## src/rtl/pid_pkg.sv

```systemverilog
// Shared types and widths for the PID error sequencer.
// Term widths are sized for gains of 0..15 on a 10-bit signed error.
package pid_pkg;

  localparam int ERR_W   = 10;          // saturated error sample
  localparam int DIFF_W  = ERR_W + 1;   // raw err - prev_err
  localparam int DSAT_W  = 7;           // clamped difference fed to the D multiply
  localparam int DTERM_W = 13;          // D term
  localparam int INT_W   = 15;          // integrator
  localparam int OUT_W   = 14;          // P term, product and pid_out
  localparam int ACC_W   = 16;          // headroom for integrator and term sums
  localparam int COEF_W  = 6;           // signed gain coefficients

  typedef enum logic [2:0] {
    IDLE,
    S_P,
    S_D,
    S_I,
    S_SUM
  } pid_state_t;

endpackage

```

## src/rtl/sat_signed.sv

```systemverilog
// Clamps a signed IN_W-bit value into the signed OUT_W-bit range.
module sat_signed #(
  parameter int IN_W  = 16,
  parameter int OUT_W = 14
) (
  input  logic signed [IN_W-1:0]  din,
  output logic signed [OUT_W-1:0] dout
);

  // In range exactly when every bit above the result's sign bit matches it.
  logic in_range;

  always_comb begin
    in_range = (&din[IN_W-1:OUT_W-1]) || (~|din[IN_W-1:OUT_W-1]);
    if (in_range) begin
      dout = din[OUT_W-1:0];
    end else if (din[IN_W-1]) begin
      dout = {1'b1, {(OUT_W-1){1'b0}}};
    end else begin
      dout = {1'b0, {(OUT_W-1){1'b1}}};
    end
  end

endmodule

```

## src/rtl/pid_seq_ctrl.sv

```systemverilog
// PID error sequencer: one shared signed multiplier for P and D, a saturating
// integrator, and a saturated 14-bit sum, one sample per five cycles.
module pid_seq_ctrl
  import pid_pkg::*;
#(
  parameter logic signed [COEF_W-1:0] P_COEFF = 6'sh0B,
  parameter logic signed [COEF_W-1:0] D_COEFF = 6'sh07,
  parameter int                       I_SHIFT = 4
) (
  input  logic                    clk,
  input  logic                    rst,
  input  logic signed [ERR_W-1:0] err_sat,
  input  logic                    err_vld,
  input  logic                    int_clr,
  input  logic                    clr_ovr,
  output logic signed [OUT_W-1:0] pid_out,
  output logic                    pid_vld,
  output logic                    busy,
  output logic                    ovr
);

  localparam int ITERM_W = INT_W - I_SHIFT;

  pid_state_t                 state_q, state_d;
  logic signed [ERR_W-1:0]    err_q, err_d;
  logic signed [ERR_W-1:0]    prev_err_q, prev_err_d;
  logic signed [OUT_W-1:0]    p_term_q, p_term_d;
  logic signed [DTERM_W-1:0]  d_term_q, d_term_d;
  logic signed [INT_W-1:0]    integ_q, integ_d;
  logic signed [ITERM_W-1:0]  i_term_q, i_term_d;
  logic signed [OUT_W-1:0]    pid_out_q, pid_out_d;
  logic                       pid_vld_q, pid_vld_d;
  logic                       busy_q, busy_d;
  logic                       ovr_q, ovr_d;

  logic signed [DIFF_W-1:0]   diff;
  logic signed [DSAT_W-1:0]   diff_sat;
  logic signed [ERR_W-1:0]    mult_a;
  logic signed [COEF_W-1:0]   mult_b;
  logic signed [OUT_W-1:0]    product;
  logic signed [ACC_W-1:0]    integ_sum;
  logic signed [INT_W-1:0]    integ_sat;
  logic signed [INT_W-1:0]    integ_new;
  logic signed [ITERM_W-1:0]  i_term_new;
  logic signed [ACC_W-1:0]    term_sum;
  logic signed [OUT_W-1:0]    term_sum_sat;

  sat_signed #(.IN_W(DIFF_W), .OUT_W(DSAT_W)) u_sat_diff (
    .din  (diff),
    .dout (diff_sat)
  );

  sat_signed #(.IN_W(ACC_W), .OUT_W(INT_W)) u_sat_integ (
    .din  (integ_sum),
    .dout (integ_sat)
  );

  sat_signed #(.IN_W(ACC_W), .OUT_W(OUT_W)) u_sat_sum (
    .din  (term_sum),
    .dout (term_sum_sat)
  );

  // Datapath: the single multiplier sees err_q in S_P and diff_sat in S_D.
  // With gains limited to 0..15 the product never exceeds the 14-bit range.
  always_comb begin
    diff      = DIFF_W'(err_q) - DIFF_W'(prev_err_q);
    mult_a    = (state_q == S_D) ? ERR_W'(diff_sat) : err_q;
    mult_b    = (state_q == S_D) ? D_COEFF : P_COEFF;
    product   = OUT_W'(mult_a) * OUT_W'(mult_b);

    integ_sum = ACC_W'(integ_q) + ACC_W'(err_q);
    if (int_clr) begin
      integ_new  = '0;
      i_term_new = '0;
    end else begin
      integ_new  = integ_sat;
      i_term_new = ITERM_W'(integ_sat >>> I_SHIFT);
    end

    // The final add runs alongside the integrator update so the result
    // lands in pid_out as the FSM enters S_SUM, four cycles after err_vld.
    term_sum  = ACC_W'(p_term_q) + ACC_W'(d_term_q) + ACC_W'(i_term_new);
  end

  // NOTE: every _d takes its held value first, so no path through the case
  // leaves a signal unassigned and no latch is inferred.
  always_comb begin
    state_d    = state_q;
    err_d      = err_q;
    prev_err_d = prev_err_q;
    p_term_d   = p_term_q;
    d_term_d   = d_term_q;
    integ_d    = integ_q;
    i_term_d   = i_term_q;
    pid_out_d  = pid_out_q;
    pid_vld_d  = 1'b0;
    ovr_d      = ovr_q;

    // A set in the same cycle as clr_ovr wins because it is applied last.
    if (clr_ovr) begin
      ovr_d = 1'b0;
    end
    if (err_vld && (state_q != IDLE)) begin
      ovr_d = 1'b1;
    end

    if (int_clr) begin
      integ_d = '0;
    end

    case (state_q)
      IDLE: begin
        if (err_vld) begin
          err_d   = err_sat;
          state_d = S_P;
        end
      end
      S_P: begin
        p_term_d = product;
        state_d  = S_D;
      end
      S_D: begin
        d_term_d   = product[DTERM_W-1:0];
        prev_err_d = err_q;
        state_d    = S_I;
      end
      S_I: begin
        integ_d   = integ_new;
        i_term_d  = i_term_new;
        pid_out_d = term_sum_sat;
        pid_vld_d = 1'b1;
        state_d   = S_SUM;
      end
      S_SUM: begin
        state_d = IDLE;
      end
      default: begin
        state_d = IDLE;
      end
    endcase

    busy_d = (state_d != IDLE);
  end

  // NOTE: non-blocking assignments keep every flop sampling the pre-edge
  // values, independent of statement order.
  always_ff @(posedge clk) begin
    if (rst) begin
      state_q    <= IDLE;
      err_q      <= '0;
      prev_err_q <= '0;
      p_term_q   <= '0;
      d_term_q   <= '0;
      integ_q    <= '0;
      i_term_q   <= '0;
      pid_out_q  <= '0;
      pid_vld_q  <= 1'b0;
      busy_q     <= 1'b0;
      ovr_q      <= 1'b0;
    end else begin
      state_q    <= state_d;
      err_q      <= err_d;
      prev_err_q <= prev_err_d;
      p_term_q   <= p_term_d;
      d_term_q   <= d_term_d;
      integ_q    <= integ_d;
      i_term_q   <= i_term_d;
      pid_out_q  <= pid_out_d;
      pid_vld_q  <= pid_vld_d;
      busy_q     <= busy_d;
      ovr_q      <= ovr_d;
    end
  end

  assign pid_out = pid_out_q;
  assign pid_vld = pid_vld_q;
  assign busy    = busy_q;
  assign ovr     = ovr_q;

endmodule

```

## config.mk

```make
export PLATFORM = sky130hd
export DESIGN_NAME = pid_seq_ctrl
export DESIGN_NICKNAME = d
export VERILOG_FILES = /design/src/rtl/pid_pkg.sv /design/src/rtl/sat_signed.sv /design/src/rtl/pid_seq_ctrl.sv
export SDC_FILE = /design/constraint.sdc
export NUM_CORES = 1
export LEC_CHECK = 0
export ABC_AREA = 1
export CORE_MARGIN = 5
export CORE_UTILIZATION = 50
export CTS_BUF_LIST = sky130_fd_sc_hd__clkbuf_4 sky130_fd_sc_hd__clkbuf_8 sky130_fd_sc_hd__clkbuf_16
export DETAILED_ROUTE_END_ITERATION = 7
export PLACE_DENSITY = 0.74
export SYNTH_ARGS = -nofsm -noshare
export SYNTH_HDL_FRONTEND = slang
export SYNTH_SLANG_ARGS = --single-unit
```

## constraint.sdc

```tcl
create_clock -name clk -period 5.85 [get_ports clk]
set_input_delay 1.4625 -clock clk [delete_from_list [all_inputs] [get_ports clk]]
set_output_delay 1.4625 -clock clk [all_outputs]
set_load 0.05 [all_outputs]
```

==> results of run 1 <==
[cells in the mapped netlist (5+ instances only)]
| cell | number |
|---|---|
| nand2_1 | 223 |
| inv_1 | 113 |
| a21oi_1 | 86 |
| dfxtp_1 | 82 |
| nand3_1 | 71 |
| o21ai_0 | 71 |
| nor2_1 | 63 |
| ha_1 | 62 |
| fa_1 | 26 |
| clkbuf_1 | 24 |
| xor2_1 | 20 |
| xnor2_1 | 16 |
| nand4_1 | 10 |
| nand2_2 | 8 |
| o21bai_1 | 8 |
| o21ai_1 | 5 |
[power by group]
group	internal [µW]	switching [µW]	leakage (µW)	total, µW
logic	452	769	0.00295	1220
registers	610	51.5	0.000669	661
clock network	331	224	0.000149	554
total	1390	1040	0.00377	2440
[state kept, by name, indices dropped and copies added (netlist names)]
register / flops
pid_vld: 1
integ_q: 15
d_term_q: 13
ovr: 1
err_q: 10
busy: 1
pid_out: 14
p_term_q: 14
state_q: 3
prev_err_q: 10
[worst max-delay path, cell delays in order (launching register included)]
cell and delay, ns:
dfxtp_1 0.63, ha_1 0.37, a21oi_1 0.19, o21ai_0 0.14
a21oi_1 0.24, nand2_1 0.11, nand2_1 0.07, nand2_1 0.05
nand3_1 0.33, nand3_1 0.18, nand2_1 0.09, inv_1 0.05
fa_1 0.48, ha_1 0.18, inv_1 0.06, fa_1 0.41
o21ai_2 0.23, nand2_1 0.07, nand2_1 0.11, nand3b_1 0.11
nand3_1 0.09, nand2_2 0.08, a21oi_2 0.47, a21oi_1 0.14
[cell type report]
cell class	instances	share of cell area
Clock buffer	14	0.0386
Inverter	117	0.0601
Clock inverter	2	0.00137
Multi-Input combinational cell	713	0.599
Timing Repair Buffer	34	0.0456
Sequential cell	82	0.225
Tap cell	176	0.0302
[worst max path at each step]
stage / from / end / slack [ns] / cells after the start
after floorplan: err_q[0] / d_term_q[10] / 1.58 / 32
after global placement: int_clr / pid_out[11] / 0.84 / 14
after detailed placement: int_clr / pid_out[8] / 0.77 / 14
after CTS: err_q[9] / pid_out[4] / 0.84 / 23
after global routing: err_q[0] / d_term_q[11] / 0.34 / 28
final: err_q[9] / pid_out[12] / 0.82 / 23
[layer usage]
layer | wire (µm) | vias up | global-route usage
met5 | 0 | - | 0
met4 | 235 | 0 | 0.0555
met3 | 467 | 19 | 0.0339
met2 | 6800 | 98 | 0.315
met1 | 7580 | 2709 | 0.267
li1 | - | 3115 | -
[cell families after synthesis]
kind of cell	Yosys count	share of synthesized area
other	1	0.000568
AO/OA/AOI/OAI	197	0.164
buffers and inverters	148	0.0894
AND/OR/NAND/NOR	391	0.253
adder cells (fa/ha/maj)	88	0.196
flip-flops	82	0.249
XOR/XNOR	36	0.0477
[stage by stage]
| stage | hold WS, ns | area [µm²] | util | std cells |
|---|---|---|---|---|
| 3_3_place_gp | 0.442 | 7010 | 0.536 | 1122 |
| 2_1_floorplan | 0.430 | 6600 | - | 943 |
| 6_report | 0.455 | 7300 | 0.558 | 1138 |
| 4_1_cts | 0.458 | 7300 | 0.558 | 1138 |
| 3_5_place_dp | 0.447 | 7010 | 0.536 | 1122 |
| 5_1_grt | 0.483 | 7300 | 0.558 | 1138 |
[cells in the final DEF (no fill, tap or decap), drive strengths merged, types with 2 or more instances in the layout]
master and n:
nor2 66, buf 3, nor3 3, o21a 3, xnor2 16, o21bai 8, xor2 20, clkdlybuf4s50 31
a21oi 89, a31oi 3, nand4 10, fa 26, clkbuf 14, inv 115, nand2 232, nand3b 2
ha 62, nand3 75, a21o 4, clkinv 4, o21ai 80, dfxtp 82, o211ai 3
==> metrics list, run 1 <==
- The number of nets handed over by synthesis was 1046.
- No sink is reached through more buffers than the 2 on the longest clock path.
* Synthesized instance count: 943
* Post-synthesis async set-or-reset flop share: 0
* Global-route wire length before repair: 25600 µm
- Largest cells by area after synthesis: dfxtp_1 25%, nand2_1 13%, ha_1 12%
* Destination of the worst hold path: prev_err_q[4]
* Final wirelength: between 15000 and 20000 µm
* Worst Setup Slack post-DPL: 0.767 ns
- Remaining antenna violation count: 0
* Number of antenna violations at the first check in global routing: 0
- Io pins: 32
* Buffers added on ports: 31
- DRC: 0
* Detailed Routing Iterations Pass 1: 6
* Synthesis warning total: 0
- Hold Startpoint: prev_err_q[4]
- Setup skew after layout: approximately 0.0085 ns
- Using the TritonRoute via totals, the vias-per-cell ratio works out to 5.22.
- Max-cap violations in this run came to 0.
* DR iter-0 viols: 295
- Smallest setup slack after layout: a little over 0.8 ns
- Cell area after synthesis: 6600 µm²
- The floorplan step defined a die boundary enclosing 15600 µm².
* Die span in y: 125 µm
- Max Clock Freq: approximately 0.20 GHz
- Number of nets in the finished design: roughly 1100
- Sequential cell area: 1640 µm²
- Core region area: about 13000 µm²
- Number of enable flip-flop cells after synthesis: 0
* Final setup viols: 0
* Maximum ir drop on the vdd rail: 206 µV
- Time the final worst path needs with I/O delays and setup: 5.03 ns
- Total congestion overflow after global routing: 0
- The number of hold buffers added after CTS was 0.
- Summed over all failing endpoints, the final setup total negative slack is 0 ns.
- The repair_antennas step left the layout with diodes totalling 0.
* Max-Slew Margin vs Limit: 0.221
- The congestion estimate from routability-driven global placement came to 0.907.
- Slew at the pin closest to its max-slew limit: 1.16 ns
- The H-tree was split into 3 levels.
- Cell leakage power: 0.00377 µW
- In this run, synthesis produced a sequential element count of 82.
- Share of cells above drive strength 1: 0.0489
* Post-layout power: around 2400 µW
* Power density relative to cell area: 334 nW/µm²
- Clock-pin transition on the worst setup and hold timing paths: 0.06 ns
- The tightest min-delay check is of the reg -> reg type.
- Count of standard-cell rows: 42
* Cell chosen for the clock root: clkbuf_16
* Terminus of the critical flop-to-flop path: pid_out[12]
- Synthesis instantiated 44 different standard cells from the library.
- Summing all multi-input logic gate instances after layout gives 4380 µm².
* Share of the synthesized area in the top cell type: 0.249
- Crit Reg-Reg Startpoint: err_q[9]
* Average detailed-routed wire length per instance: 13.3 µm
* Final Hold Viols: 0
- Maximum number of pins on one net before global-route repair: 39
- Relative to the synthesized area, the layout overhead comes to 10.6%.
* HPWL after detailed placement: 12000 µm
- Total number of vias: 5941
- Largest fanout on the critical path: 13
- For the worst flop-to-flop path, the logic depth is 23.
- Fill cells in the final layout number 1267.
- The flow ran to the end, and the final reports show no timing, DRC or antenna violations.
* Sort of element at the end of the critical path: flop
- Worst Setup Start Kind: flop
* Critical path data required time: 6.04 ns
- After clock tree synthesis, the setup repair step added 0 buffers.
- Initial core utilization: 0.505
- Arrival time worst endpoint: approximately 5.2 ns
* Main synth FF type: dfxtp_1
* Sequential cell area fraction in the yosys report: 0.249
* Slack of the worst reg-to-reg path: between 0.8 and 0.9 ns
- Post-Synthesis Mean Instance Area: 7.00 µm²
- The number of max-slew violations in the final report came to 0.
* X dimension of the die: 125 µm
- Number of global-route vias before repair: 5640
- CTS saw between 80 and 90 sinks.
- Number of instances on the worst hold path: 2
* Final cycle utilization of the critical path: 0.859
- Setup repair after global routing left no endpoint under its margin.
* Clock latency on the worst-skew pair: ~0.34 ns
* Leading area contributor after synthesis: dfxtp_1
* GRT Resource Usage Total: 0.194
- Number of CTS-inserted buffers: 9
* CTS resizes: 0
- CTS tree: built
- Classification of the worst setup path: reg -> reg
Note: power is estimated with default switching activity, not from simulation.
==> inputs of run 2 (changes only) <==
--- a/config.mk
+++ b/config.mk
@@ -6,11 +6,13 @@
 export NUM_CORES = 1
 export LEC_CHECK = 0
 export ABC_AREA = 1
+export CELL_PAD_IN_SITES_DETAIL_PLACEMENT = 0
+export CELL_PAD_IN_SITES_GLOBAL_PLACEMENT = 1
 export CORE_MARGIN = 5
-export CORE_UTILIZATION = 50
+export CORE_UTILIZATION = 45
 export CTS_BUF_LIST = sky130_fd_sc_hd__clkbuf_4 sky130_fd_sc_hd__clkbuf_8 sky130_fd_sc_hd__clkbuf_16
 export DETAILED_ROUTE_END_ITERATION = 7
-export PLACE_DENSITY = 0.74
+export PLACE_DENSITY = 0.87
 export SYNTH_ARGS = -nofsm -noshare
 export SYNTH_HDL_FRONTEND = slang
 export SYNTH_SLANG_ARGS = --single-unit
==> run 2 against run 1 <==
  * Sequential share of layout area down 0.14 points
  * Die area grew 10%
  * Non-clock buffer count grew 3
  * Power grew 1.6%
  * Largest cell class unchanged
  * Hold slack better by 0.0011 ns
  * Final area is 0.63% higher
  * Clock power increased by 5.4%
==> metrics list, run 2 (synthesis gave the netlist of run 1 again) <==
- The cell area reported after detailed placement came to 7040 µm² (was 7010 µm²).
- X dimension of the die: 131 µm (was 125 µm)
- The combinational group share of total power is 0.498 (was 0.501).
- The worst hold path stage count was 2 (unchanged).
* Arrival time worst endpoint: 5.20 ns (was 5.22 ns)
* Met3 wirelength from detailed routing: 514 µm (was 467 µm)
- Outcome: finished clean (unchanged).
* Final setup viols: 0 (unchanged)
* Cell leakage power: 0.00379 µW (was 0.00377 µW)
- The largest fanout of any net on the critical path is 4 (was 13).
- Time the final worst path needs with I/O delays and setup: 4.96 ns (was 5.03 ns)
- The global-route wire length before repair came to 27300 µm (was 25600 µm).
- The post-cts sizing count was 0 (unchanged).
* Die ar.: 17200 µm² (was 15600 µm²)
- The number of detailed-routing iterations run before antenna repair came to 5 (was 6).
- The vertical extent of the die is 131 µm (was 125 µm).
- Number of CTS-inserted buffers: 9 (unchanged)
- Count of hold buffers inserted by post-cts repair: 0 (unchanged)
- The initial antenna violation count was 0 (unchanged).
- Number of cells traversed by the worst register-to-register path: 32 (was 23)
- The number of nets in the final layout is 1063 (was 1060).
- Most frequent cells in the layout: 223 x nand2_1, 113 x inv_1, 86 x a21oi_1, 82 x dfxtp_1 (unchanged).
- Hold Path Class: reg -> reg (unchanged)
- Cell chosen for the clock root: clkbuf_16 (unchanged)
- The post-CTS repair timing setup buffer count was 0 (unchanged).
* DRC: 0 (unchanged)
- Layout area overhead: 11.3% (was 10.6%)
- Flop pwr share: 0.267 (was 0.271)
- Initial core utilization: 0.456 (was 0.505)
- The number of max-slew violations in the final report came to 0 (unchanged).
- Deepest level of the CTS H-tree: 3 (unchanged)
- Final Hold Viols: 0 (unchanged)
* Maximum number of pins on one net before global-route repair: 39 (unchanged)
- The register-to-register path setup slack was 0.89 ns (was 0.82 ns).
- Maximum ir drop on the vdd rail: 188 µV (was 206 µV)
- Classification of the worst setup path: reg -> reg (unchanged)
- The count of max-cap constraint violations came to 0 (unchanged).
* Setup skew after layout: 0.00684 ns (was 0.00853 ns)
- Final wirelength: 15900 µm (was 15100 µm)
- Final cycle utilization of the critical path: 0.848 (was 0.859)
- The nature of the critical path endpoint was a flop (unchanged).
- The number of buffers on the longest clock path was 2 (unchanged).
- CTS tree: built (unchanged)
- Final Instance Count excl. Fillers: 1149 (was 1138)
- Clock-pin transition on the worst setup and hold timing paths: 0.06 ns (about the same)
- Clock latency on the worst-skew pair: 0.34 ns (about the same)
* Total number of vias: 5856 (was 5941)
- The clock sink total came to 82 (unchanged).
- The detailed placement HPWL came to 12700 µm (was 12000 µm).
- Fin area: 7350 µm² (was 7300 µm²)
- The average detailed-routed wire length per instance came to 13.8 µm (was 13.3 µm).
- The worst hold slack was 0.456 ns (was 0.455 ns).
- Remaining antenna violation count: 0 (unchanged)
- Count of standard-cell rows: 44 (was 42)
- Slew at the pin closest to its max-slew limit: 0.874 ns (was 1.16 ns)
* Routed metal-1 wirelength: 8000 µm (was 7580 µm)
- Share of cells above drive strength 1: 0.0508 (was 0.0489)
- The number of flip-flops in the largest register is 15 (unchanged).
* Register ranked first by flip-flop count: integ_q (unchanged)
- Worst Setup Start Kind: flop (unchanged)
- Clock network fraction of total power: 0.236 (was 0.228)
* Proportion of total power due to net switching: 0.429 (about the same)
- The total congestion overflow after global routing was 0 (unchanged).
* Summed negative setup slack over all endpoints: 0 ns (unchanged)
* Max Clock Freq: 0.202 GHz (was 0.199 GHz)
- The commonest non-fill, non-tap cell in the layout is nand2_1 (unchanged).
- Unrepaired setup endpoints after global routing: no (unchanged).
* Post-DR vias/cell: 5.10 (was 5.22)
* Buffers added on ports: 31 (unchanged)
- The cell repeated most along the worst path is nand2_1 (unchanged).
- Ant. Diodes: 0 (unchanged)
* GRT Resource Usage Total: 0.188 (was 0.194)
* Detailed route wirelength on metal2: 7090 µm (was 6800 µm)
- Cells after DPL: 1133 (was 1122)
- The total power per unit cell area was 337 nW/µm² (was 334 nW/µm²).
* Core region area: 14500 µm² (was 13100 µm²)
* Critical path data required time: 6.09 ns (was 6.04 ns)
- Uppermost layer routed: met4 (unchanged)
* Largest stage delay, worst path: 0.54 ns (was 0.63 ns)
* Number of global-route vias before repair: 5682 (was 5640)
- Max stage delay cell, worst path: fa_1 (was dfxtp_1)
* Internal power contribution: 1410 µW (was 1390 µW)
* Io pins: 32 (unchanged)
* Weighted congestion at the end of routability-driven global placement: 0.870 (was 0.907)
- The worst-case headroom to the max-slew limit is 0.415 (was 0.221).
* Net switching power of the design: 1060 µW (was 1040 µW)
- The starting DRC count in detailed routing came to 270 (was 295).
-- run 2: changes by cell type in the layout (fill, tap and decap cells not counted), sizes merged --
| cell | change |
|---|---|
| buf | +3 |
| clkinv | +1 |
| clkinvlp | +1 |
| clkbuf | -3 |
| bufinv | +1 |
-- run 2: layout make-up --
cell class,instances,area [µm²]
repair buffers,37,355
fillers,1487,7130
clock buffers,11,246
clock inverters,5,63.8
inverters,117,439
multi-input cells,713,4370
well taps,184,230
flip-flops and latches,82,1640
-- run 2: through the flow --
step	power, µW	setup WS (ns)	util
2_1_floorplan	1630	1.58	-
3_3_place_gp	1900	0.800	0.486
3_5_place_dp	1890	0.747	0.486
4_1_cts	2490	0.866	0.508
5_1_grt	2700	0.350	0.508
6_report	2470	0.890	0.508
-- run 2: worst paths after layout --
path | end | from
worst min-delay path | prev_err_q[7] | prev_err_q[7]
worst max-delay path | d_term_q[10] | err_q[0]
worst min register to register | prev_err_q[7] | prev_err_q[7]
worst max register to register | d_term_q[10] | err_q[0]
-- run 2: critical path, delay by kind of cell (launching register included) --
kind / cells / cell delay [ns]
compound gates: 3 / 0.50
fa+ha+maj: 5 / 1.93
buf+inv: 5 / 0.42
flops: 1 / 0.35
simple gates: 19 / 1.65
-- run 2: power groups by stage --
stage,clock network [µW],logic (µW),registers (µW)
global placement,0,1220,671
finish,584,1230,659
global route,615,1420,668
detailed placement,0,1220,671
CTS,593,1240,660
floorplan,0,957,676
-- run 2: per-layer routing --
metal / vias to the layer above / track usage
li1: 3122 / -
met1: 2614 / 0.262
met2: 99 / 0.304
met3: 21 / 0.0291
met4: 0 / 0.0520
met5: - / 0
==> inputs of run 3 (changes only) <==
--- a/config.mk
+++ b/config.mk
@@ -9,10 +9,10 @@
 export CELL_PAD_IN_SITES_DETAIL_PLACEMENT = 0
 export CELL_PAD_IN_SITES_GLOBAL_PLACEMENT = 1
 export CORE_MARGIN = 5
-export CORE_UTILIZATION = 45
+export CORE_UTILIZATION = 41
 export CTS_BUF_LIST = sky130_fd_sc_hd__clkbuf_4 sky130_fd_sc_hd__clkbuf_8 sky130_fd_sc_hd__clkbuf_16
 export DETAILED_ROUTE_END_ITERATION = 7
-export PLACE_DENSITY = 0.87
+export PLACE_DENSITY = 0.84
 export SYNTH_ARGS = -nofsm -noshare
 export SYNTH_HDL_FRONTEND = slang
 export SYNTH_SLANG_ARGS = --single-unit
==> constraint.sdc (replaced) <==
create_clock -name clk -period 4 [get_ports clk]
set_input_delay 1 -clock clk [delete_from_list [all_inputs] [get_ports clk]]
set_output_delay 1 -clock clk [all_outputs]
set_load 0.05 [all_outputs]
==> run 3 against run 2 <==
  * The run now ends with setup timing left
  * Utilization is 13 points higher
  * Final cell count is 19% higher
  * Critical path depth decreased by 3
  * Non-clock buffer count up 184
  * Flip-flop and latch count unchanged
  * Critical path type unchanged
  * Critical endpoint is now pid_out[5]
  * Largest power group unchanged
  * Highest routed layer unchanged
==> metrics list, run 3 (synthesis gave the netlist of run 1 again) <==
- Final Hold Viols: 0 (unchanged)
* Time the final worst path needs with I/O delays and setup: 4.33 ns (was 4.96 ns)
* Register ranked first by flip-flop count: integ_q (unchanged)
- Max Clock Freq: 0.231 GHz (was 0.202 GHz)
* DR iter-0 viols: 335 (was 270)
* Die span in y: 137 µm (was 131 µm)
* Remaining antenna violation count: 0 (unchanged)
* Die ar.: 18700 µm² (was 17200 µm²)
* Clock latency on the worst-skew pair: 0.35 ns (was 0.34 ns)
* Initial core utilization: 0.417 (was 0.456)
- The count of antenna diodes in the layout is 0 (unchanged).
* Io pins: 32 (unchanged)
- Global-route wire length before repair: 32800 µm (was 27300 µm)
- Number of CTS-inserted buffers: 9 (unchanged)
- The detailed placement HPWL was 14200 µm (was 12700 µm).
- The fraction of layout cells with a size suffix above 1 was 0.358 (was 0.0508).
- The transition time at the pin with the least slew margin is 0.772 ns (was 0.874 ns).
* Number of antenna violations at the first check in global routing: 0 (unchanged)
- Smallest setup slack after layout: -0.330 ns (was 0.890 ns)
- Largest fanout on the critical path: 7 (was 4)
* Hold Path Class: reg -> reg (unchanged)
- CTS tree: built (unchanged)
* Total congestion overflow after global routing: 0 (unchanged)
* Critical path data required time: 4.23 ns (was 6.09 ns)
- The number of levels the H-tree was split into was 3 (unchanged).
- Weighted congestion at the end of routability-driven global placement: 0.935 (was 0.870)
* DRC: 0 (unchanged)
- CP startpoint: err_q[0] (unchanged)
* Terminus of the critical flop-to-flop path: pid_out[5] (was d_term_q[10])
- The number of detailed-routing iterations run before antenna repair was 5 (unchanged).
- The type of the worst setup path was reg -> reg (unchanged).
- The depth of the worst register-to-register path came to 29 (was 32).
- The wire length on met2 came to 10000 µm (was 7090 µm).
* Max_cap viols: 0 (unchanged)
* Number of nets in the finished design: 1248 (was 1063)
- The via count of the first global-routing pass was 6921 (was 5682).
- Uppermost layer routed: met4 (unchanged)
- Post-DR vias/cell: 4.99 (was 5.10)
- Most frequent standard cell in the layout excluding fill and tap cells: nand2_1 (unchanged)
* Slack of the worst reg-to-reg path: -0.33 ns (was 0.89 ns)
- The overall via count from detail_route came to 6814 (was 5856).
- Layout area overhead: 51.7% (was 11.3%)
* X dimension of the die: 137 µm (was 131 µm)
- Count of standard-cell rows: 46 (was 44)
- Buffers added on ports: 31 (unchanged)
- End point of the critical path: pid_out[5] (was d_term_q[10])
* Max-Slew Margin vs Limit: 0.484 (was 0.415)
- Worst Setup Start Kind: flop (unchanged)
* Pins over their slew limit: 0 (unchanged)
- The setup skew after layout is 0.0132 ns (was 0.00684 ns).
- The average detailed-routed wire length per instance was 14.7 µm (was 13.8 µm).
- Flip-flop count of the largest register, all copies and words added: 15 (unchanged)
- Outcome: finished with violations (was finished clean)
- The global routing usage summed across all routing layers is 0.218 (was 0.188).
* Maximum buffer depth of the clock tree: 2 (unchanged)
* Crit Reg-Reg Startpoint: err_q[0] (unchanged)
- Most used cell along the critical path: nand2_2 (was nand2_1)
* Violated checks: setup timing
- Cell chosen for the clock root: clkbuf_16 (unchanged)
* Final wirelength: 20100 µm (was 15900 µm)
- The total routed wire length on the met1 layer came to 9180 µm (was 8000 µm).
* Arrival time worst endpoint: 4.56 ns (was 5.20 ns)
- Unrepaired setup endpoints after global routing: yes (was no).
- Worst Setup Slack post-DPL: -0.338 ns (was 0.747 ns)
* Largest stage delay, worst path: 0.46 ns (was 0.54 ns)
- The highest ir drop seen on vdd is 354 µV (was 188 µV).
- Count of hold buffers inserted by post-cts repair: 0 (unchanged)
- The area of the core region came to 15800 µm² (was 14500 µm²).
- The final cycle utilization of the critical path came to 1.08 (was 0.848).
* Met3 wirelength from detailed routing: 577 µm (was 514 µm)
- Power density relative to cell area: 523 nW/µm² (was 337 nW/µm²)
* Most frequent cells in the layout: 191 x nand2_1, 176 x buf_4, 103 x inv_1, 73 x dfxtp_1, 55 x o21ai_0 (was 223 x nand2_1, 113 x inv_1, 86 x a21oi_1, 82 x dfxtp_1)
* Core utilization of the finished layout: 0.633 (was 0.508)
* Max stage delay cell, worst path: fa_1 (unchanged)
* Maximum number of pins on one net before global-route repair: 52 (was 39)
- Sort of element at the end of the critical path: flop (unchanged)
* Summed negative setup slack over all endpoints: -6.93 ns (was 0 ns)
- Cell leakage power: 0.00486 µW (was 0.00379 µW)
- Clock-pin transition on the worst setup and hold timing paths: 0.07 ns (was 0.06 ns)
- The number of setup violations in the final report was 29 (was 0).
* Clock Sink Count: 82 (unchanged)
-- run 3: changes by cell type in the layout (fill, tap and decap cells not counted), sizes merged --
cell      change
buf         +183
bufinv        +3
clkbuf        +1
clkinv        -2
clkinvlp      -1
nand2         +1
-- run 3: repair_timing --
item,CTS,global route
gates resized for setup,121,101
endpoints found under the setup margin,31,34
buffers inserted,23,8
pin swaps,70,50
cloned,2,0
-- run 3: critical path, delay by kind of cell, from the launching register on --
kind / cells / cell delay (ns)
compound gates: 4 / 0.53
fa+ha+maj: 4 / 1.27
flops: 1 / 0.35
buf+inv: 5 / 0.63
simple gates: 16 / 1.40
-- run 3: layout make-up --
cell class	count	area (µm²)
well taps	216	270
clock inverters	5	125
inverters	117	442
flip-flops and latches	82	1660
clock buffers	11	246
multi-input cells	714	5440
repair buffers	221	1840
fillers	1355	5810
-- run 3: metrics by stage --
step	hold WS (ns)	instances	power (µW)	cell area, µm²
floorplan	0.430	943	2470	6690
global placement	0.448	1321	3350	8370
detailed placement	0.450	1321	3370	8370
CTS	0.460	1360	4900	9540
global route	0.489	1366	5620	10000
finish	0.455	1366	5240	10000
-- run 3: metal layers --
layer	up-vias	global-route usage
li1	3478	-
met1	3196	0.280
met2	114	0.379
met3	26	0.0313
met4	0	0.0665
met5	-	0
-- run 3: worst min-delay path by stage --
stage                              from            end  cells past startpoint
final                        integ_q[2]     integ_q[2]                      2
after global routing      prev_err_q[9]  prev_err_q[9]                      2
after CTS                    integ_q[2]     integ_q[2]                      2
after detailed placement     integ_q[2]     integ_q[2]                      2
after global placement       integ_q[3]     integ_q[3]                      2
after floorplan              integ_q[2]     integ_q[2]                      2
-- run 3: power breakdown --
part	total (µW)	switching, µW	internal [µW]
logic	3240	1730	1510
registers	966	71.1	895
clock network	1030	338	696
